==> src/rtl/mdu_pkg.sv <==
// Shared divider types and constants: FSM state encoding and the default operand width.
// Latency: none (declarations only).
// Backpressure: not applicable.
package mdu_pkg;

    localparam int MDU_WIDTH  = 32;
    localparam int DIV_CYCLES = 32;

    typedef enum logic [1:0] {
        IDLE = 2'd0,
        BUSY = 2'd1,
        DONE = 2'd2
    } divState_t;

endpackage

==> src/rtl/div_step.sv <==
// One unsigned restoring iteration: shift {rem,quo} left one bit, subtract the divisor if it fits.
// Latency: combinational.
// Backpressure: none; the caller decides when the result is registered.
module div_step #(
    parameter int WIDTH = 32
) (
    input  logic [WIDTH-1:0] remIn,
    input  logic [WIDTH-1:0] quoIn,
    input  logic [WIDTH-1:0] divisor,
    output logic [WIDTH-1:0] remOut,
    output logic [WIDTH-1:0] quoOut
);

    logic [WIDTH:0] shifted;
    logic [WIDTH:0] diff;

    // The extra top bit keeps the shifted remainder exact; diff[WIDTH] set means it did not fit.
    assign shifted = {remIn, quoIn[WIDTH-1]};
    assign diff    = shifted - {1'b0, divisor};

    assign remOut = diff[WIDTH] ? shifted[WIDTH-1:0] : diff[WIDTH-1:0];
    assign quoOut = {quoIn[WIDTH-2:0], ~diff[WIDTH]};

endmodule

==> src/rtl/mdu_divider.sv <==
// Multi-cycle radix-2 DIV/DIVU for EX: holds the pipeline via stall, flags HI/LO with done.
// Latency: WIDTH+1 cycles from the first start cycle to the first done cycle.
// Backpressure: DONE holds hi/lo stable until accept; cancel aborts from any state.
module mdu_divider
    import mdu_pkg::*;
#(
    parameter int WIDTH = MDU_WIDTH
) (
    input  logic             clk,
    input  logic             resetn,
    input  logic             start,
    input  logic             is_signed,
    input  logic [WIDTH-1:0] dividend,
    input  logic [WIDTH-1:0] divisor,
    input  logic             cancel,
    input  logic             accept,
    output logic             stall,
    output logic             done,
    output logic [WIDTH-1:0] hi,
    output logic [WIDTH-1:0] lo
);

    localparam logic [5:0] LAST_STEP = 6'(WIDTH - 1);

    divState_t        state;
    logic [5:0]       iterCnt;
    logic [WIDTH-1:0] rem;
    logic [WIDTH-1:0] quo;
    logic [WIDTH-1:0] dvsr;
    logic             quoNeg;
    logic             remNeg;

    logic [WIDTH-1:0] stepRem;
    logic [WIDTH-1:0] stepQuo;
    logic             negA;
    logic             negB;
    logic [WIDTH-1:0] absA;
    logic [WIDTH-1:0] absB;

    assign negA = is_signed & dividend[WIDTH-1];
    assign negB = is_signed & divisor[WIDTH-1];
    assign absA = negA ? (~dividend + 1'b1) : dividend;
    assign absB = negB ? (~divisor + 1'b1) : divisor;

    div_step #(.WIDTH(WIDTH)) u_step (
        .remIn   (rem),
        .quoIn   (quo),
        .divisor (dvsr),
        .remOut  (stepRem),
        .quoOut  (stepQuo)
    );

    // Combinational so the hazard unit freezes the pipe in the very cycle start appears.
    assign stall = ((state == IDLE) && start && !cancel) || (state != IDLE);
    assign done  = (state == DONE);

    always_ff @(posedge clk or negedge resetn) begin
        if (!resetn) begin
            state   <= IDLE;
            iterCnt <= '0;
            rem     <= '0;
            quo     <= '0;
            dvsr    <= '0;
            quoNeg  <= 1'b0;
            remNeg  <= 1'b0;
            hi      <= '0;
            lo      <= '0;
        end else if (cancel) begin
            state <= IDLE;
        end else begin
            case (state)
                IDLE: begin
                    if (start) begin
                        rem     <= '0;
                        quo     <= absA;
                        dvsr    <= absB;
                        quoNeg  <= negA ^ negB;
                        remNeg  <= negA;
                        iterCnt <= '0;
                        state   <= BUSY;
                    end
                end
                BUSY: begin
                    rem     <= stepRem;
                    quo     <= stepQuo;
                    iterCnt <= iterCnt + 1'b1;
                    if (iterCnt == LAST_STEP) begin
                        hi    <= remNeg ? (~stepRem + 1'b1) : stepRem;
                        lo    <= quoNeg ? (~stepQuo + 1'b1) : stepQuo;
                        state <= DONE;
                    end
                end
                DONE: begin
                    if (accept) begin
                        state <= IDLE;
                    end
                end
                default: state <= IDLE;
            endcase
        end
    end

endmodule

==> config.mk <==
export PLATFORM = sky130hd
export DESIGN_NAME = mdu_divider
export DESIGN_NICKNAME = d
export VERILOG_FILES = /design/src/rtl/mdu_pkg.sv /design/src/rtl/div_step.sv /design/src/rtl/mdu_divider.sv
export SDC_FILE = /design/constraint.sdc
export NUM_CORES = 1
export LEC_CHECK = 0
export CORE_MARGIN = 5
export CORE_UTILIZATION = 51
export CTS_CLUSTER_DIAMETER = 80
export DETAILED_ROUTE_END_ITERATION = 6
export HOLD_SLACK_MARGIN = 0.08
export PLACE_DENSITY = 0.8
export SYNTH_ARGS = -nofsm -noshare
export SYNTH_HDL_FRONTEND = slang
export SYNTH_SLANG_ARGS = --single-unit
export TNS_END_PERCENT = 20
==> constraint.sdc <==
create_clock -name clk -period 9.7 [get_ports clk]
set_input_delay 1.94 -clock clk [delete_from_list [all_inputs] [get_ports clk]]
set_output_delay 1.94 -clock clk [all_outputs]
set_load 0.01 [all_outputs]
==> run_summary.xml, run 1 <==
<?xml version="1.0" encoding="UTF-8"?>
<metrics>
  <group name="outcome">
    <metric name="outcome" unit="">completed</metric>
  </group>
  <group name="clock_network">
    <metric name="postCtsSetupRepairBufs" unit="">0</metric>
    <metric name="cts_buffer_depth" unit="">2</metric>
    <metric name="tritoncts_num_sinks" unit="">170</metric>
    <metric name="cts-buffers-inserted" unit="">17</metric>
    <metric name="clock_tree_root" unit="">clkbuf_16</metric>
    <metric name="clock_tree_from_tritoncts" unit="">yes</metric>
    <metric name="clk_latency" unit="ps">430</metric>
    <metric name="cts_hold_buf" unit="">0</metric>
    <metric name="cts.htree.levels" unit="">4</metric>
    <metric name="ctsResizeCount" unit="">0</metric>
    <metric name="clkSlewWorstSetupHoldPaths" unit="ps">60</metric>
  </group>
  <group name="placed_design">
    <metric name="gp_congestion" unit="">0.9152</metric>
    <metric name="place.detailed.hpwl" unit="mm">24.96</metric>
    <metric name="port_buffers" unit="">135</metric>
  </group>
  <group name="cells_and_area">
    <metric name="insertedDiodeCount" unit="">0</metric>
    <metric name="post_route_cells_drive_above_1_share" unit="%">4.698</metric>
    <metric name="finish.net_count" unit="">1671</metric>
    <metric name="fillers" unit="">2162</metric>
    <metric name="sequential_cell_area" unit="mm^2">0.004254</metric>
    <metric name="mostFrequentLayoutCells" unit="">nand2_1 (259), o21ai_0 (221), dfrtp_1 (170)</metric>
    <metric name="leading_cell_type_in_the_layout_fill_and_taps_excluded" unit="">nand2_1</metric>
    <metric name="multi_input_comb_area" unit="mm^2">0.007209</metric>
    <metric name="area.growth.synth_to_final" unit="%">17.66</metric>
    <metric name="fin_util" unit="%">60.45</metric>
  </group>
  <group name="logic_synthesis">
    <metric name="ys_warn_count" unit="">0</metric>
    <metric name="synth_async_sr_flop_share" unit="%">100.0</metric>
    <metric name="ys_seq_elements" unit="">170</metric>
    <metric name="syn_area" unit="mm^2">0.01195</metric>
    <metric name="syn_avg_cell_area" unit="um^2">8.103</metric>
    <metric name="ys_types" unit="">81</metric>
    <metric name="yosysSeqAreaShare" unit="%">35.59</metric>
    <metric name="synth_enable_flop_cells" unit="">0</metric>
    <metric name="dominantRegCellSynth" unit="">dfrtp_1</metric>
    <metric name="postSynthCellCount" unit="">1475</metric>
    <metric name="number_of_nets_produced_by_synthesis" unit="">1583</metric>
  </group>
  <group name="run">
    <metric name="max_cap_viol_count" unit="">0</metric>
  </group>
  <group name="sta">
    <metric name="finalSetupViolations" unit="">0</metric>
    <metric name="clock.fmax" unit="MHz">157.8</metric>
    <metric name="slew_headroom" unit="%">27.02</metric>
    <metric name="final-max-slew-violation-count" unit="">0</metric>
    <metric name="worstMarginPinSlew" unit="ps">1095</metric>
    <metric name="finalSetupTns" unit="ps">0</metric>
    <metric name="rsz_0062_raised_after_global_routing" unit="">false</metric>
    <metric name="finClkSkew" unit="ps">11.05</metric>
    <metric name="finalWorstPathRequiredPeriod" unit="ps">6337</metric>
    <metric name="fin_crit_sh" unit="%">65.33</metric>
    <metric name="finalHoldViolations" unit="">0</metric>
  </group>
  <group name="worst_setup_path">
    <metric name="required" unit="ps">9970</metric>
    <metric name="critical_path.cell_chain" unit="">inv_1 &gt; ha_1 &gt; fa_1 &gt; nand2b_1 &gt; a21oi_2 &gt; o21ai_2 &gt; a211oi_4 &gt; a31oi_4 &gt; xnor2_4 &gt; buf_4 &gt; inv_2 &gt; a21oi_1 &gt; ha_1 &gt; nor4b_1 &gt; nand2_1 &gt; or3_1 &gt; or3_1 &gt; o41ai_1 &gt; a21oi_1 &gt; o41ai_2 &gt; xor2_1 &gt; o21ai_1</metric>
    <metric name="critPathMaxStageDelay" unit="ps">540</metric>
    <metric name="crit_path_max_fanout" unit="">51</metric>
    <metric name="cpLargestDelayFamily" unit="">compound AO/OA/AOI/OAI gates</metric>
    <metric name="critPathBufInv" unit="">3</metric>
    <metric name="critical_path_arrival" unit="ps">6600</metric>
    <metric name="startpoint_type" unit="">flip-flop</metric>
    <metric name="type_of_the_setup_path_with_the_least_slack" unit="">reg -&gt; reg</metric>
    <metric name="timing.critical_path.to_type" unit="">flip-flop</metric>
    <metric name="cp_slowest_cell" unit="">buf_4</metric>
  </group>
  <group name="global_routing">
    <metric name="grt.overflow.total" unit="">0</metric>
    <metric name="grt_first_pass_wirelength" unit="mm">53.14</metric>
    <metric name="grt_antenna_before_repair" unit="">1</metric>
    <metric name="track_usage" unit="%">24.62</metric>
    <metric name="largest_net_degree_at_the_start_of_global_routing" unit="">128</metric>
    <metric name="grt_pass1_vias" unit="">10240</metric>
  </group>
  <group name="floorplanning">
    <metric name="pin_count" unit="">136</metric>
    <metric name="floorplan_row_count" unit="">56</metric>
    <metric name="start_util" unit="%">51.38</metric>
    <metric name="core_area" unit="mm^2">0.02326</metric>
    <metric name="dieArea" unit="mm^2">0.02660</metric>
    <metric name="floorplan.die.width" unit="um">163.1</metric>
    <metric name="die_h" unit="um">163.1</metric>
  </group>
  <group name="drt">
    <metric name="drt_pass1_iterations" unit="">5</metric>
    <metric name="routed_wire_length_per_instance" unit="um">17.43</metric>
    <metric name="via_count" unit="">11130</metric>
    <metric name="drtIter0Drc" unit="">951</metric>
    <metric name="wl_met1" unit="mm">14.82</metric>
    <metric name="drcViolationCount" unit="">0</metric>
    <metric name="highest-signal-layer" unit="">met5</metric>
    <metric name="routed_via_density" unit="">5.875</metric>
    <metric name="detail_route_antenna_nets" unit="">0</metric>
    <metric name="detailroute.wirelength.met2" unit="mm">15.07</metric>
    <metric name="met3RoutedLength" unit="mm">2.411</metric>
    <metric name="drt-total-wl" unit="mm">33.01</metric>
  </group>
  <group name="power">
    <metric name="pwr_density_cell" unit="mW/mm^2">306.7</metric>
    <metric name="power_leakage" unit="nW">5.875</metric>
    <metric name="power.ir.vdd_worst" unit="mV">0.2838</metric>
  </group>
  <group name="hold_path">
    <metric name="worst_hold_class" unit="">reg -&gt; reg</metric>
  </group>
</metrics>
[worst reg2reg max path: cells and delay by family (launching register included)]
family	cells	cell delay (ps)
AOI/OAI and AO/OA	9	2190
and+or+nand+nor	5	1270
adders and majority gates	3	900
buffers and inverters	3	1130
xor gates and xnor gates	2	310
DFF	1	370
[power by group]
group,internal [W],leakage (nW),switching (W)
Clock,0.000393,0.292,0.000303
Sequential,0.000817,2.25,0.000155
Combinational,0.000997,3.33,0.00165
Total,0.00221,5.88,0.00211
[state kept, by name, indices dropped and copies added, names as in the netlist]
signal and count:
dvsr 32, hi 32, iterCnt 6, lo 32, quo 32, quoNeg 1
rem 32, remNeg 1, state 2
[kinds of logic (layout without fill, tap and decap cells)]
logic type / after synthesis / in the layout / synth area share, %
XOR/XNOR: 131 / 131 / 9.757
adder cells (fa/ha/maj): 38 / 38 / 4.041
flip-flops: 170 / 170 / 35.59
buffers and inverters: 127 / 227 / 4.261
multiplexers: 33 / 33 / 2.837
AO/OA/AOI/OAI: 457 / 457 / 23.23
AND/OR/NAND/NOR: 519 / 519 / 20.28
[metrics by stage]
step	cells	area [um^2]	power (W)	hold WS [ps]	setup WS, ps
floorplan	1475	11950	0.002960	449.8	4431
detailed placement	1863	13470	0.003569	469.4	3440
finish	1894	14060	0.004313	474.6	3363
global placement	1863	13470	0.003533	460.7	3538
CTS	1894	14060	0.004277	484.0	3402
global route	1894	14060	0.004622	502.8	2942
[cell usage after synthesis (all sizes together), types with 4 or more instances]
master | instances | area, um^2
o22ai | 4 | 25.02
nor4 | 14 | 102.6
a311oi | 5 | 43.79
nand2b | 14 | 87.58
o31ai | 19 | 147.6
dfrtp | 170 | 4254
or4 | 18 | 138.9
xnor2 | 60 | 544.3
and3 | 11 | 68.82
a21oi | 76 | 391.6
a31oi | 5 | 46.29
a21boi | 6 | 45.04
a21o | 11 | 82.58
nor4b | 5 | 43.79
o21ai | 254 | 1282
mux2i | 26 | 260.3
buf | 20 | 107.6
nor2 | 81 | 306.6
and2 | 8 | 50.05
o31a | 4 | 35.03
or3 | 17 | 106.4
mux2 | 7 | 78.83
a2111oi | 7 | 87.58
clkbuf | 52 | 195.2
nor3 | 30 | 150.1
xor2 | 71 | 621.9
nand4 | 10 | 62.56
nor3b | 5 | 42.54
and4 | 4 | 35.03
o41ai | 17 | 163.9
nand2 | 260 | 975.9
nand3b | 4 | 30.03
inv | 55 | 206.4
a211oi | 12 | 107.6
nor2b | 9 | 56.30
nand3 | 23 | 120.1
o211ai | 8 | 65.06
o21a | 7 | 52.55
ha | 37 | 462.9
[path summary, 6_finish.rpt]
check / start / to / slack, ps / depth (start not counted)
setup / recovery: quo[31]$_DFFE_PN0P_ / hi[30]$_DFFE_PN0P_ / 3360 / 22
hold / removal: lo[23]$_DFFE_PN0P_ / lo[23]$_DFFE_PN0P_ / 470 / 2
setup reg to reg: quo[31]$_DFFE_PN0P_ / hi[30]$_DFFE_PN0P_ / 3360 / 22
hold reg to reg: lo[23]$_DFFE_PN0P_ / lo[23]$_DFFE_PN0P_ / 470 / 2
max in group asynchronous: resetn / dvsr[16]$_DFFE_PN0P_ / 6560 / 2
min in group asynchronous: resetn / lo[13]$_DFFE_PN0P_ / 1570 / 1
[layout make-up]
class | count | share of cell area (%)
multi-input cells | 1178 | 51.27
well taps | 319 | 2.838
clock inverters | 13 | 1.112
inverters | 55 | 1.468
repair buffers | 141 | 9.939
flip-flops and latches | 170 | 30.25
clock buffers | 18 | 3.123
[per-layer routing]
layer	up-vias	global-route usage, %
li1	5412	-
met1	5230	35.08
met2	425	39.43
met3	58	3.735
met4	2	6.596
met5	-	0
Power figures use the tool's default switching activity.
==> run 2: changes to the inputs <==
==> constraint.sdc (replaced) <==
create_clock -name clk -period 6.17 [get_ports clk]
set_input_delay 1.234 -clock clk [delete_from_list [all_inputs] [get_ports clk]]
set_output_delay 1.234 -clock clk [all_outputs]
set_load 0.01 [all_outputs]
==> run 2 against run 1 <==
Sequential power up 56%. Sequential share of layout area up 0.070 points. Global-route usage up 0.60 points. Worst hold slack better by 3.3 ps. Cell area down 0.23%. Clock skew up 6.8 ps. Fmax up 16%. Final cell count up 0.11%. Critical path type unchanged. Largest power group unchanged.
==> run_summary.xml, run 2 (synthesis results as in run 1) <==
<?xml version="1.0" encoding="UTF-8"?>
<metrics>
  <group name="outcome">
    <metric name="outcome" unit="">completed</metric>
  </group>
  <group name="cells_and_area">
    <metric name="area.growth.synth_to_final" unit="%">17.39</metric>
    <metric name="fillers" unit="">2093</metric>
    <metric name="sequential_cell_area" unit="mm^2">0.004254</metric>
    <metric name="post_route_cells_drive_above_1_share" unit="%">4.819</metric>
    <metric name="finish.net_count" unit="">1673</metric>
    <metric name="mostFrequentLayoutCells" unit="">nand2_1 (259), o21ai_0 (221), dfrtp_1 (170)</metric>
    <metric name="insertedDiodeCount" unit="">0</metric>
    <metric name="finish.cell_count_without_fillers" unit="">1896</metric>
    <metric name="leading_cell_type_in_the_layout_fill_and_taps_excluded" unit="">nand2_1</metric>
    <metric name="multi_input_comb_area" unit="mm^2">0.007209</metric>
  </group>
  <group name="worst_setup_path">
    <metric name="r2r_cells" unit="">22</metric>
    <metric name="required" unit="ps">6450</metric>
    <metric name="critical_path_arrival" unit="ps">5760</metric>
    <metric name="crit_path_max_fanout" unit="">11</metric>
    <metric name="startpoint_type" unit="">flip-flop</metric>
    <metric name="setup.worst_path.start" unit="">quo[31]$_DFFE_PN0P_</metric>
    <metric name="type_of_the_setup_path_with_the_least_slack" unit="">reg -&gt; reg</metric>
    <metric name="timing.critical_path.to_type" unit="">flip-flop</metric>
    <metric name="timing.rr.start" unit="">quo[31]$_DFFE_PN0P_</metric>
  </group>
  <group name="drt">
    <metric name="drcViolationCount" unit="">0</metric>
    <metric name="routed_wire_length_per_instance" unit="um">17.58</metric>
    <metric name="routed_via_density" unit="">5.855</metric>
    <metric name="drtIter0Drc" unit="">1036</metric>
    <metric name="drt_pass1_iterations" unit="">5</metric>
    <metric name="via_count" unit="">11100</metric>
    <metric name="drt-total-wl" unit="mm">33.33</metric>
    <metric name="detail_route_antenna_nets" unit="">0</metric>
  </group>
  <group name="power">
    <metric name="power_leakage" unit="nW">5.849</metric>
    <metric name="pwr_density_cell" unit="mW/mm^2">483.2</metric>
    <metric name="power.ir.vdd_worst" unit="mV">0.4218</metric>
  </group>
  <group name="clock_network">
    <metric name="clock_tree_from_tritoncts" unit="">yes</metric>
    <metric name="cts-buffers-inserted" unit="">17</metric>
    <metric name="tritoncts_num_sinks" unit="">170</metric>
    <metric name="cts_buffer_depth" unit="">2</metric>
    <metric name="clock_tree_root" unit="">clkbuf_16</metric>
    <metric name="ctsResizeCount" unit="">0</metric>
    <metric name="clk_latency" unit="ps">440</metric>
    <metric name="clkSlewWorstSetupHoldPaths" unit="ps">60</metric>
    <metric name="postCtsSetupRepairBufs" unit="">0</metric>
    <metric name="cts.htree.levels" unit="">4</metric>
    <metric name="cts_hold_buf" unit="">0</metric>
  </group>
  <group name="floorplanning">
    <metric name="die_h" unit="um">163.1</metric>
    <metric name="floorplan.die.width" unit="um">163.1</metric>
    <metric name="start_util" unit="%">51.38</metric>
    <metric name="pin_count" unit="">136</metric>
    <metric name="dieArea" unit="mm^2">0.02660</metric>
    <metric name="floorplan_row_count" unit="">56</metric>
    <metric name="core_area" unit="mm^2">0.02326</metric>
  </group>
  <group name="sta">
    <metric name="slew_headroom" unit="%">24.23</metric>
    <metric name="finalHoldViolations" unit="">0</metric>
    <metric name="finalWorstPathRequiredPeriod" unit="ps">5481</metric>
    <metric name="finalSetupViolations" unit="">0</metric>
    <metric name="worstMarginPinSlew" unit="ps">1126</metric>
    <metric name="finClkSkew" unit="ps">17.82</metric>
    <metric name="finalSetupTns" unit="ps">0</metric>
    <metric name="clock.fmax" unit="MHz">182.5</metric>
    <metric name="final-max-slew-violation-count" unit="">0</metric>
    <metric name="fin_crit_sh" unit="%">88.83</metric>
    <metric name="rsz_0062_raised_after_global_routing" unit="">false</metric>
  </group>
  <group name="global_routing">
    <metric name="largest_net_degree_at_the_start_of_global_routing" unit="">119</metric>
    <metric name="grt.overflow.total" unit="">0</metric>
    <metric name="grt_first_pass_wirelength" unit="mm">54.01</metric>
    <metric name="grt_pass1_vias" unit="">10360</metric>
    <metric name="grt_antenna_before_repair" unit="">0</metric>
    <metric name="track_usage" unit="%">25.22</metric>
  </group>
  <group name="hold_path">
    <metric name="worst_hold_class" unit="">reg -&gt; reg</metric>
    <metric name="worstHoldStart" unit="">hi[19]$_DFFE_PN0P_</metric>
    <metric name="min_path_cells" unit="">2</metric>
  </group>
  <group name="placed_design">
    <metric name="place.detailed.hpwl" unit="mm">25.53</metric>
    <metric name="dp_cells" unit="">1865</metric>
    <metric name="gp_congestion" unit="">0.9237</metric>
    <metric name="port_buffers" unit="">135</metric>
  </group>
  <group name="run">
    <metric name="max_cap_viol_count" unit="">0</metric>
  </group>
</metrics>
-- run 2: power breakdown --
part	total [W]	switching (W)	internal, W	leakage (nW)
Combinational	0.00424	0.00266	0.00158	3.34
Sequential	0.00152	0.000238	0.00128	2.25
Clock	0.00101	0.000479	0.000534	0.256
-- run 2: final cells by class --
| class | count | share of cell area (%) |
|---|---|---|
| Clock buffer | 18 | 3.130 |
| Clock inverter | 13 | 0.7759 |
| Inverter | 55 | 1.472 |
| Multi-Input combinational cell | 1178 | 51.39 |
| Sequential cell | 170 | 30.32 |
| Tap cell | 319 | 2.845 |
| Timing Repair Buffer | 143 | 10.07 |
-- run 2: per-stage QoR --
stage | worst slack, ps | hold WS (ps) | util, % | power, W | cell area [um^2]
after global routing | 299.5 | 498.9 | 60.31 | 0.007252 | 14030
after floorplan | 900.7 | 449.8 | - | 0.004653 | 11950
after global placement | 948.7 | 460.6 | 57.96 | 0.005619 | 13480
after detailed placement | 814.4 | 469.3 | 57.96 | 0.005669 | 13480
final | 689.4 | 477.9 | 60.31 | 0.006779 | 14030
after CTS | 772.1 | 484.2 | 60.31 | 0.006705 | 14030
-- run 2: path summary, 6_finish.rpt --
| kind | endpoint | slack, ps |
|---|---|---|
| max | hi[30]$_DFFE_PN0P_ | 690 |
| max reg2reg | hi[30]$_DFFE_PN0P_ | 690 |
| min reg2reg | hi[19]$_DFFE_PN0P_ | 480 |
| min | hi[19]$_DFFE_PN0P_ | 480 |
| max in group asynchronous | dvsr[17]$_DFFE_PN0P_ | 3850 |
| min in group asynchronous | lo[12]$_DFFE_PN0P_ | 920 |
-- run 2: worst max-delay path: stages (launching register included) --
cell,delay [ps]
dfrtp_1,380
inv_1,90
ha_1,240
fa_1,400
nand2b_1,210
a21oi_2,280
o21ai_2,150
a211oi_4,320
a31oi_4,160
xnor2_4,170
inv_2,180
nor2_1,70
a21oi_1,270
ha_1,280
nor4b_1,260
nand2_1,120
or3_1,350
or3_1,360
o41ai_1,260
a21oi_1,160
o41ai_2,410
xor2_1,170
o21ai_1,60
-- run 2: layer usage --
metal  share of wire, %  wire (um)  track usage [%]
met2                 47      15510            41.19
met5                  0          0                0
met4                1.6        523            5.681
met1                 44      14780            35.48
met3                7.5       2515            4.189
==> run 3: changes to the inputs <==
--- a/config.mk
+++ b/config.mk
@@ -6,11 +6,11 @@
 export NUM_CORES = 1
 export LEC_CHECK = 0
 export CORE_MARGIN = 5
-export CORE_UTILIZATION = 51
+export CORE_UTILIZATION = 45
 export CTS_CLUSTER_DIAMETER = 80
 export DETAILED_ROUTE_END_ITERATION = 6
 export HOLD_SLACK_MARGIN = 0.08
-export PLACE_DENSITY = 0.8
+export PLACE_DENSITY = 0.72
 export SYNTH_ARGS = -nofsm -noshare
 export SYNTH_HDL_FRONTEND = slang
 export SYNTH_SLANG_ARGS = --single-unit
==> run 3 against run 2 <==
The flow now finishes with violations (design-rule violations). Utilization shrank 6.4 points. Cell area grew 0.44%. Non-clock buffer count grew 1. Clock power grew 6%. Global-route usage shrank 3.1 points. Register-to-register slack gained 220 ps. Critical endpoint unchanged. Worst setup slack gained 220 ps. Via count shrank 0.52%. Largest cell class unchanged. Critical path type unchanged.
==> run_summary.xml, run 3 (synthesis results as in run 1) <==
<?xml version="1.0" encoding="UTF-8"?>
<metrics>
  <group name="worst_setup_path">
    <metric name="logic_depth_of_the_worst_setup_path_including_buffers" unit="">21</metric>
    <metric name="cpLargestDelayFamily" unit="">compound AO/OA/AOI/OAI gates</metric>
    <metric name="critPathBufInv" unit="">2</metric>
    <metric name="type_of_the_setup_path_with_the_least_slack" unit="">reg -&gt; reg</metric>
    <metric name="r2r_cells" unit="">21</metric>
    <metric name="critical_path_arrival" unit="ps">5540</metric>
    <metric name="required" unit="ps">6460</metric>
    <metric name="critical_path.cell_chain" unit="">inv_1 &gt; ha_1 &gt; fa_1 &gt; nand2b_1 &gt; a21oi_2 &gt; o21ai_2 &gt; a211oi_4 &gt; a31oi_4 &gt; xnor2_4 &gt; inv_2 &gt; a21oi_1 &gt; ha_1 &gt; nor4b_1 &gt; nand2_1 &gt; or3_1 &gt; or3_1 &gt; o41ai_1 &gt; a21oi_1 &gt; o41ai_2 &gt; xor2_1 &gt; o21ai_1</metric>
    <metric name="cp_slowest_cell" unit="">fa_1</metric>
    <metric name="crit_path_max_fanout" unit="">5</metric>
    <metric name="timing.critical_path.to_type" unit="">flip-flop</metric>
    <metric name="startpoint_type" unit="">flip-flop</metric>
    <metric name="critPathMaxStageDelay" unit="ps">400</metric>
  </group>
  <group name="drt">
    <metric name="detail_route_antenna_nets" unit="">0</metric>
    <metric name="via_count" unit="">11040</metric>
    <metric name="drtIter0Drc" unit="">1077</metric>
    <metric name="drt-total-wl" unit="mm">33.72</metric>
    <metric name="routed_wire_length_per_instance" unit="um">17.61</metric>
    <metric name="drt_pass1_iterations" unit="">7</metric>
    <metric name="routed_via_density" unit="">5.770</metric>
    <metric name="drcViolationCount" unit="">3</metric>
  </group>
  <group name="placed_design">
    <metric name="gp_congestion" unit="">0.9195</metric>
    <metric name="place.detailed.hpwl" unit="mm">25.61</metric>
    <metric name="post-place-ws" unit="ps">958.1</metric>
    <metric name="dp_cells" unit="">1882</metric>
    <metric name="port_buffers" unit="">135</metric>
    <metric name="post_dp_cell_area" unit="mm^2">0.01351</metric>
  </group>
  <group name="clock_network">
    <metric name="cts.htree.levels" unit="">4</metric>
    <metric name="tritoncts_num_sinks" unit="">170</metric>
    <metric name="ctsResizeCount" unit="">0</metric>
    <metric name="clock_tree_root" unit="">clkbuf_16</metric>
    <metric name="clk_latency" unit="ps">440</metric>
    <metric name="cts-buffers-inserted" unit="">17</metric>
    <metric name="cts_hold_buf" unit="">0</metric>
    <metric name="postCtsSetupRepairBufs" unit="">0</metric>
    <metric name="clkSlewWorstSetupHoldPaths" unit="ps">70</metric>
    <metric name="clock_tree_from_tritoncts" unit="">yes</metric>
    <metric name="cts_buffer_depth" unit="">2</metric>
  </group>
  <group name="cells_and_area">
    <metric name="finish.cell_count_without_fillers" unit="">1914</metric>
    <metric name="finish.instance_area" unit="mm^2">0.01409</metric>
    <metric name="area.growth.synth_to_final" unit="%">17.90</metric>
    <metric name="insertedDiodeCount" unit="">0</metric>
    <metric name="post_route_cells_drive_above_1_share" unit="%">4.940</metric>
    <metric name="fillers" unit="">2500</metric>
    <metric name="mostFrequentLayoutCells" unit="">nand2_1 (259), o21ai_0 (221), dfrtp_1 (170)</metric>
    <metric name="leading_cell_type_in_the_layout_fill_and_taps_excluded" unit="">nand2_1</metric>
    <metric name="finish.net_count" unit="">1674</metric>
  </group>
  <group name="sta">
    <metric name="finalSetupViolations" unit="">0</metric>
    <metric name="clock.fmax" unit="MHz">190.2</metric>
    <metric name="slew_headroom" unit="%">32.74</metric>
    <metric name="finalWorstPathRequiredPeriod" unit="ps">5259</metric>
    <metric name="final-max-slew-violation-count" unit="">0</metric>
    <metric name="layout_setup_ws" unit="ps">911.4</metric>
    <metric name="fin_crit_sh" unit="%">85.23</metric>
    <metric name="worstMarginPinSlew" unit="ps">1009</metric>
    <metric name="finClkSkew" unit="ps">15.62</metric>
    <metric name="finalHoldViolations" unit="">0</metric>
    <metric name="rsz_0062_raised_after_global_routing" unit="">false</metric>
    <metric name="finalSetupTns" unit="ps">0</metric>
  </group>
  <group name="global_routing">
    <metric name="grt_pass1_vias" unit="">10430</metric>
    <metric name="grt_first_pass_wirelength" unit="mm">55.30</metric>
    <metric name="track_usage" unit="%">22.16</metric>
    <metric name="grt_antenna_before_repair" unit="">0</metric>
    <metric name="largest_net_degree_at_the_start_of_global_routing" unit="">92</metric>
    <metric name="grt.overflow.total" unit="">0</metric>
  </group>
  <group name="outcome">
    <metric name="outcome" unit="">finished, violations left</metric>
    <metric name="violations" unit="">design-rule violations</metric>
  </group>
  <group name="floorplanning">
    <metric name="die_h" unit="um">173.0</metric>
    <metric name="start_util" unit="%">45.73</metric>
    <metric name="dieArea" unit="mm^2">0.02992</metric>
    <metric name="core_area" unit="mm^2">0.02613</metric>
    <metric name="floorplan.die.width" unit="um">173.0</metric>
    <metric name="floorplan_row_count" unit="">59</metric>
    <metric name="pin_count" unit="">136</metric>
  </group>
  <group name="run">
    <metric name="max_cap_viol_count" unit="">0</metric>
  </group>
  <group name="power">
    <metric name="power.ir.vdd_worst" unit="mV">0.3406</metric>
    <metric name="pwr_density_cell" unit="mW/mm^2">484.5</metric>
    <metric name="totalPowerFinal" unit="W">0.006828</metric>
    <metric name="power_leakage" unit="nW">5.874</metric>
  </group>
  <group name="hold_path">
    <metric name="min_path_cells" unit="">2</metric>
    <metric name="worst_hold_class" unit="">reg -&gt; reg</metric>
  </group>
</metrics>
run 3: cell types whose count changed in the layout (fill, tap and decap cells not counted):
cell        change
inv_8           +2
inv_6           -1
clkinv_8        +3
buf_4           +1
clkinvlp_4      -2
clkbuf_8        -1
run 3: power breakdown:
group          switching, W  internal, W
logic               0.00265      0.00158
clock network      0.000530     0.000540
registers          0.000240      0.00128
total               0.00342      0.00341
run 3: worst min-delay path: cells and delay by family (launching register included):
family	cells	cell delay (ps)
flops	1	340
simple gates	1	50
compound gates	1	60
run 3: layer usage:
layer	global-route usage [%]	vias to the layer above	routed length, um
met3	3.231	26	1942
li1	-	5422	-
met5	0	-	0
met4	4.822	0	433
met2	36.46	358	15730
met1	31.21	5238	15610
run 3: cell type report:
type | instances | area, um^2 | area share, %
clock buffer | 17 | 425.4 | 3.019
timing repair buffer | 144 | 1420 | 10.08
sequential | 170 | 4254 | 30.19
inverter | 55 | 206.4 | 1.465
tap | 335 | 419.2 | 2.975
multi-input combinational | 1178 | 7209 | 51.16
clock inverter | 15 | 156.4 | 1.110
run 3: stage by stage:
stage | hold slack [ps] | util (%)
detailed placement | 469.6 | 51.69
CTS | 485.2 | 53.92
global route | 499.7 | 53.92
floorplan | 449.8 | -
finish | 480.8 | 53.92
global placement | 461.9 | 51.69
run 3: final timing paths:
check,start,end,slack (ps)
worst max-delay path,quo[31]$_DFFE_PN0P_,hi[30]$_DFFE_PN0P_,910
worst min-delay path,lo[22]$_DFFE_PN0P_,lo[22]$_DFFE_PN0P_,480
worst max register to register,quo[31]$_DFFE_PN0P_,hi[30]$_DFFE_PN0P_,910
worst min register to register,lo[22]$_DFFE_PN0P_,lo[22]$_DFFE_PN0P_,480
max in group asynchronous,resetn,rem[24]$_DFFE_PN0P_,4170
min in group asynchronous,resetn,lo[16]$_DFFE_PN0P_,710
